==> config.mk <==
export PLATFORM = sky130hd
export DESIGN_NAME = pci_arbiter
export DESIGN_NICKNAME = d
export VERILOG_FILES = /design/src/rtl/pci_arbiter.sv
export SDC_FILE = /design/constraint.sdc
export NUM_CORES = 1
export LEC_CHECK = 0
export CAP_MARGIN = 20
export CORE_MARGIN = 10
export CORE_UTILIZATION = 35
export CTS_CLUSTER_SIZE = 12
export DETAILED_ROUTE_END_ITERATION = 12
export GPL_TIMING_DRIVEN = 0
export HOLD_SLACK_MARGIN = 0.06
export PLACE_DENSITY = 0.63
export SLEW_MARGIN = 20
export SYNTH_ARGS = -nofsm -noshare
export SYNTH_HDL_FRONTEND = slang
export SYNTH_SLANG_ARGS = --single-unit
==> constraint.sdc <==
create_clock -name Clock -period 1.8 [get_ports Clock]
set_input_delay 0.36 -clock Clock [delete_from_list [all_inputs] [get_ports Clock]]
set_output_delay 0.36 -clock Clock [all_outputs]
set_load 0.03 [all_outputs]
==> src/rtl/pci_arbiter.sv <==
// Central round-robin PCI bus arbiter: active-low Req/Gnt pairs, grant timeout,
// OWNED-state preemption and a guaranteed all-deasserted gap between grants.
module pci_arbiter #(
    parameter int N           = 4,
    parameter int GNT_TIMEOUT = 16
) (
    input  logic                 Clock,
    input  logic                 Reset,
    input  logic [N-1:0]         Req,
    input  logic                 Frame,
    input  logic                 Irdy,
    output logic [N-1:0]         Gnt,
    output logic [$clog2(N)-1:0] Owner,
    output logic                 OwnerValid,
    output logic                 Timeout
);
    localparam int W = $clog2(N);

    typedef enum logic [1:0] {
        IDLE,
        GRANT,
        OWNED,
        GAP
    } state_t;

    state_t       state, state_next;
    logic [W-1:0] ptr, ptr_next, ptr_after_owner;
    logic [W-1:0] owner_next, winner, cand;
    logic [N-1:0] gnt_next, owner_mask;
    logic [7:0]   timer, timer_next;
    logic         found, idle_q, bus_idle, others_req;
    logic         timeout_next, valid_next;

    assign bus_idle        = Frame && Irdy;
    assign owner_mask      = N'(1) << Owner;
    assign others_req      = |(~Req & ~owner_mask);
    assign ptr_after_owner = (Owner == W'(N - 1)) ? '0 : Owner + W'(1);

    // First low Req bit in the order ptr, ptr+1, ... wrapping modulo N.
    always_comb begin
        found  = 1'b0;
        winner = '0;
        cand   = '0;
        for (int unsigned i = 0; i < N; i++) begin
            cand = W'((32'(ptr) + i) % N);
            if (!found && !Req[cand]) begin
                found  = 1'b1;
                winner = cand;
            end
        end
    end

    always_comb begin
        state_next   = state;
        ptr_next     = ptr;
        owner_next   = Owner;
        gnt_next     = Gnt;
        timer_next   = timer;
        timeout_next = 1'b0;
        unique case (state)
            IDLE: begin
                gnt_next = '1;
                if (found) begin
                    owner_next = winner;
                    gnt_next   = ~(N'(1) << winner);
                    timer_next = '0;
                    state_next = GRANT;
                end
            end
            GRANT: begin
                if (timer != '1) begin
                    timer_next = timer + 8'd1;
                end
                // Frame start outranks withdrawal, which outranks timeout.
                if (idle_q && !Frame) begin
                    state_next = OWNED;
                    ptr_next   = ptr_after_owner;
                end else if (Req[Owner]) begin
                    state_next = GAP;
                    gnt_next   = '1;
                end else if (timer == 8'(GNT_TIMEOUT - 1)) begin
                    state_next   = GAP;
                    gnt_next     = '1;
                    timeout_next = 1'b1;
                    ptr_next     = ptr_after_owner;
                end
            end
            OWNED: begin
                // Once preempted, Gnt holds high because it is reloaded from itself.
                if (bus_idle) begin
                    state_next = GAP;
                    gnt_next   = '1;
                end else if (others_req) begin
                    gnt_next = '1;
                end
            end
            GAP: begin
                gnt_next   = '1;
                state_next = IDLE;
            end
            default: begin
                gnt_next   = '1;
                state_next = IDLE;
            end
        endcase
    end

    assign valid_next = (state_next == GRANT) || (state_next == OWNED);

    always_ff @(posedge Clock or posedge Reset) begin
        if (Reset) begin
            state      <= IDLE;
            ptr        <= '0;
            Owner      <= '0;
            Gnt        <= '1;
            OwnerValid <= 1'b0;
            Timeout    <= 1'b0;
            timer      <= '0;
            idle_q     <= 1'b1;
        end else begin
            state      <= state_next;
            ptr        <= ptr_next;
            Owner      <= owner_next;
            Gnt        <= gnt_next;
            OwnerValid <= valid_next;
            Timeout    <= timeout_next;
            timer      <= timer_next;
            idle_q     <= bus_idle;
        end
    end

endmodule

==> summary.txt, run 1 <==
die width - 78.37 um
Synth warnings - 0
GPL Wtd Cong - 0.8483
CP max stage delay - 0.41 ns
Max IR drop VDD - 0.6072 mV
Final min period - 1.732 ns
Ports - 16
CTS max path bufs - 2
worst path cell trace - ha_2, nand4_1, nor3b_1, mux2_2, a22o_1
routed vias/inst - 5.565
PwrDens - 1349 nW/um^2
first-pass detailed-route iteration total - 4
Initial DRC Count - 91
syn avg cell area - 10.19 um^2
startpoint types - flip-flop
syn_nets - 130
H-tree levels - 1
top-count cell post-synth - dfrtp_1
via count - 1,024
Clock Pin Slew Worst Setup and Hold Paths - 0.12 ns
Worst-Margin Slew - 0.8153 ns
Pleak - 0.5961 nW
Post-synth EDFFs - 0
Hold WC Path Type - input port to asynchronous set/reset pin
max_cap viols - 0
Post-synth top flop - dfrtp_1
CTS Root Cell - clkbuf_4
clk_lat worst skew - 0.31 ns
Final Hold Vio Count - 0
# DRC - 0
number of buffers created by CTS - 3
initial antenna violation count - 0
# port buffers - 15
Final Skew - 0.003926 ns
synthesized area - 1192 um^2
die area - 6142 um^2
synthesized instance count - 117
Seq/Total Area, Yosys - 44.60%
Crit path arrival time - 1.95 ns
Sink Count - 21
delay-heaviest family, CP - simple AND/OR/NAND/NOR gates
Hold Buf Count CTS - 0
antenna cells - 0
Synth top area share - 33.58%
DP HPWL - 2157 um
fmax - 0.5774 GHz
slowest stage cell, crit path - dfrtp_1
routed len/inst - 15.67 um
critical-path maximum fanout - 4
Setup violations, final - 0
Max-Slew Margin vs Limit - 45.58%
Worst Setup End Kind - flip-flop
Starting Density - 36.02%
ANT nets after route - 0
Final Max Slew Viols - 0
CP Buf/Inv Count - 0
biggest area consumer among synthesized cells - dfrtp_1
Overflow after GRT - 0
Site Rows - 21
Synth Register Bits - 21
Tot GR Track Use - 10.04%
DIE HEIGHT - 78.37 um
number of global-route vias before repair - 1,066
largest net degree at the start of global routing - 22
area delta synth->final - 22.56%
Crit Path Class - flip-flop to flip-flop
Synth area leaders - dfrtp_1 34%, dfstp_2 11%, ha_1 5.2%
first-pass GRT wire length - 4961 um
status - finished clean
WP data required - 2.02 ns
setup TNS - 0 ns
DP Cell Count - 178
Synth cell types - 43
layout cells sized above 1 - 20.29%
Core ar. - 3311 um^2
clock tree from TritonCTS - yes
nets@finish - 152
fin cells - 184
Synth async-reset ratio - 100.0%
total routed wirelength - 2883 um
most instantiated cells after synthesis - 16 x dfrtp_1, 9 x o21ai_0, 8 x inv_1, 7 x nand2_1, 6 x a21oi_1
Final period util - 96.22%
## registers in the layout, indices dropped and copies added (netlist names)
name and flops:
state 2, idle_q 1, ptr 2, Owner 2
OwnerValid 1, timer 8, Gnt 4, Timeout 1
## per-layer routing
metal / share of wire [%] / global-route usage [%]
met4: 1.7 / 4.839
met2: 49 / 16.86
met1: 42 / 10.87
met5: 0 / 0
met3: 7.0 / 3.872
## cells in the final DEF (no fill, tap or decap), types with 2 or more instances in the layout
cell	synthesis	layout
buf_4	1	3
dfstp_2	5	5
clkbuf_4	0	4
ha_1	5	4
nand2_1	7	7
o21ai_0	9	9
o32a_1	2	2
or3_1	2	2
a211oi_1	2	2
nor2_1	5	5
or4_1	2	2
and2_2	2	2
nor4_1	3	2
dfrtp_1	16	15
nand2b_1	3	3
and2_1	2	2
o31ai_1	2	2
nand4_1	4	4
a2bb2oi_1	2	2
clkdlybuf4s50_1	0	5
nand3_1	3	3
dlygate4sd2_1	0	9
o22ai_1	2	2
a21oi_1	6	6
inv_1	8	8
mux2_2	3	3
## report_power, final
group          internal [mW]  switching (mW)  leakage, nW  total [mW]
combinational          0.393           0.560        0.319       0.953
clock                 0.0832           0.153       0.0177       0.236
sequential             0.640           0.142        0.260       0.782
total                   1.12           0.855        0.596        1.97
## final timing paths
path / startpoint / end / slack, ns / cells after the start
max in group asynchronous: Reset / Owner[0]$_DFFE_PP0P_ / 0.76 / 2
setup / recovery: timer[0]$_DFFE_PP0P_ / timer[6]$_DFFE_PP0P_ / 0.07 / 5
min in group Clock: Gnt[1]$_DFFE_PP1P_ / Gnt[1]$_DFFE_PP1P_ / 0.51 / 1
hold reg to reg: Gnt[1]$_DFFE_PP1P_ / Gnt[1]$_DFFE_PP1P_ / 0.51 / 1
setup reg to reg: timer[0]$_DFFE_PP0P_ / timer[6]$_DFFE_PP0P_ / 0.07 / 5
hold / removal: Reset / OwnerValid$_DFF_PP0_ / 0.49 / 2
## per-stage QoR
stage                     cell area, um^2  hold WS (ns)  total power [mW]  setup WS, ns  utilization (%)
after global routing                 1461        0.5197             2.121      -0.01543            44.14
after floorplan                      1194        0.3328             1.434       0.06690                -
after detailed placement             1401        0.4936             1.751       -0.3750            42.33
after global placement               1401        0.4978             1.714       -0.3639            42.33
after CTS                            1425        0.5133             1.967       0.02379            43.05
final                                1461        0.4883             1.971       0.06809            44.14
## kinds of logic (layout without fill, tap and decap cells)
family          count (synthesis)  after routing  synth area share, %
buf+inv                        10             31                3.568
simple gates                   39             39                18.99
compound gates                 36             36                21.30
xor+xnor                        1              1               0.7347
mux                             5              5                5.561
fa+ha+maj                       5              5                5.247
flops                          21             21                44.60
## final cells by class
| cell class | instances | area, um^2 |
|---|---|---|
| clock buffers | 3 | 22.52 |
| inverters | 8 | 30.03 |
| plain buffers | 2 | 15.01 |
| flip-flops and latches | 21 | 533.0 |
| clock inverters | 1 | 5.005 |
| multi-input cells | 86 | 641.9 |
| well taps | 46 | 57.56 |
| repair buffers | 17 | 156.4 |
| fillers | 351 | 1849 |
## worst register-to-register path, stage by stage (launching register included)
cell,delay [ns]
dfrtp_1,0.41
ha_2,0.22
nand4_1,0.17
nor3b_1,0.30
mux2_2,0.37
a22o_1,0.17
## timing repair
action,4_1_cts,5_1_grt
resized for setup,9,6
pin swaps,0,1
buffers inserted,1,1
setup endpoints to repair,8,13
Note: power is estimated with default switching activity, not from simulation.
==> run 2, diff against run 1 <==
--- a/config.mk
+++ b/config.mk
@@ -12,6 +12,7 @@
 export DETAILED_ROUTE_END_ITERATION = 12
 export GPL_TIMING_DRIVEN = 0
 export HOLD_SLACK_MARGIN = 0.06
+export MAX_ROUTING_LAYER = met4
 export PLACE_DENSITY = 0.63
 export SLEW_MARGIN = 20
 export SYNTH_ARGS = -nofsm -noshare
==> summary.txt, run 2 (same netlist as run 1, synthesis figures left out) <==
status - finished clean
Final Max Slew Viols - 0
Final WS setup - 0.06666 ns
DP HPWL - 2157 um
CTS max path bufs - 2
clk_lat worst skew - 0.31 ns
Final min period - 1.733 ns
Pleak - 0.5961 nW
Core ar. - 3311 um^2
antenna cells - 0
fin util - 44.14%
Final period util - 96.30%
critical-path maximum fanout - 4
largest net degree at the start of global routing - 22
Ports - 16
commonest non-fill, non-tap cells in the layout - 15 x dfrtp_1, 9 x o21ai_0, 9 x dlygate4sd2_1, 8 x inv_1, 7 x nand2_1
Hold Buf Count CTS - 0
Crit Path Class - flip-flop to flip-flop
area delta synth->final - 22.56%
Final Skew - 0.003818 ns
# DRC - 0
fmax - 0.5769 GHz
ANT nets after route - 0
number of cells on the critical path - 5
Setup violations, final - 0
Top Registers - timer: 8 flops, Gnt: 4 flops
nets@finish - 152
Reg2Reg Setup Slack - 0.07 ns
Site Rows - 21
first-pass detailed-route iteration total - 5
routed len/inst - 15.71 um
worst reg2reg path depth - 5
CTS Root Cell - clkbuf_4
layout cells sized above 1 - 20.29%
Tot GR Track Use - 10.33%
Max-Slew Margin vs Limit - 45.61%
Max IR drop VDD - 0.6068 mV
PwrDens - 1349 nW/um^2
Clock Pin Slew Worst Setup and Hold Paths - 0.12 ns
Crit path arrival time - 1.95 ns
total routed wirelength - 2890 um
GPL Wtd Cong - 0.8616
CP max stage delay - 0.41 ns
CP Buf/Inv Count - 0
worst path cell trace - ha_2, nand4_1, nor3b_1, mux2_2, a22o_1
Final Hold Vio Count - 0
setup TNS - 0 ns
DIE HEIGHT - 78.37 um
Worst Setup End Kind - flip-flop
routed vias/inst - 5.614
H-tree levels - 1
Worst-Margin Slew - 0.8150 ns
startpoint types - flip-flop
delay-heaviest family, CP - simple AND/OR/NAND/NOR gates
DP Cell Count - 178
Sink Count - 21
Setup WS pre-CTS - -0.3750 ns
die width - 78.37 um
max reg flops - 8
Hold WC Path Type - input port to asynchronous set/reset pin
fin cells - 184
first-pass GRT wire length - 4961 um
via count - 1,033
most common cell after layout, fill and taps aside - dfrtp_1
Biggest register - timer
initial antenna violation count - 0
die area - 6142 um^2
slowest stage cell, crit path - dfrtp_1
FILL cells - 351
Starting Density - 36.02%
max_cap viols - 0
Initial DRC Count - 88
# port buffers - 15
clock tree from TritonCTS - yes
number of global-route vias before repair - 1,066
number of buffers created by CTS - 3
Overflow after GRT - 0
WP data required - 2.02 ns
run 2: cell counts in the layout (fill, tap and decap cells not counted):
Identical to the previous run, type by type.
run 2: layout make-up:
cell class,instances,area (um^2),share of cell area (%)
clock buffers,3,22.52,1.541
multi-input cells,86,641.9,43.92
flip-flops and latches,21,533.0,36.47
inverters,8,30.03,2.055
clock inverters,1,5.005,0.3425
repair buffers,17,156.4,10.70
well taps,46,57.56,3.938
plain buffers,2,15.01,1.027
run 2: per-layer routing:
layer | vias up | GRT usage (%) | share of wire (%)
met4 | 0 | 4.839 | 2.2
li1 | 495 | - | -
met5 | - | - | 0
met1 | 509 | 11.48 | 45
met3 | 6 | 2.847 | 4.3
met2 | 23 | 16.86 | 49
run 2: stage by stage:
step	hold WS, ns	cell area (um^2)	power (mW)
2_1_floorplan	0.3328	1194	1.434
3_3_place_gp	0.4978	1401	1.714
3_5_place_dp	0.4936	1401	1.751
4_1_cts	0.5133	1425	1.967
5_1_grt	0.5197	1461	2.119
6_report	0.4881	1461	1.972
run 2: final timing paths:
| check | from | endpoint |
|---|---|---|
| worst max-delay path | timer[0]$_DFFE_PP0P_ | timer[6]$_DFFE_PP0P_ |
| max in group asynchronous | Reset | Owner[0]$_DFFE_PP0P_ |
| worst max register to register | timer[0]$_DFFE_PP0P_ | timer[6]$_DFFE_PP0P_ |
| worst min-delay path | Reset | OwnerValid$_DFF_PP0_ |
| min in group Clock | Gnt[1]$_DFFE_PP1P_ | Gnt[1]$_DFFE_PP1P_ |
| worst min register to register | Gnt[1]$_DFFE_PP1P_ | Gnt[1]$_DFFE_PP1P_ |
run 2: timing repair:
action / in CTS / in global routing
resized for setup: 9 / 6
pin swaps: 0 / 1
cloned: 0 / 0
setup buffers: 1 / 1
hold endpoints to repair: 0 / 0
endpoints found under the setup margin: 8 / 13
run 2: power breakdown:
part / leakage (nW) / internal, mW / total [mW] / switching, mW
clock: 0.0177 / 0.0832 / 0.236 / 0.153
sequential: 0.260 / 0.640 / 0.782 / 0.142
combinational: 0.319 / 0.393 / 0.954 / 0.561
total: 0.596 / 1.12 / 1.97 / 0.855
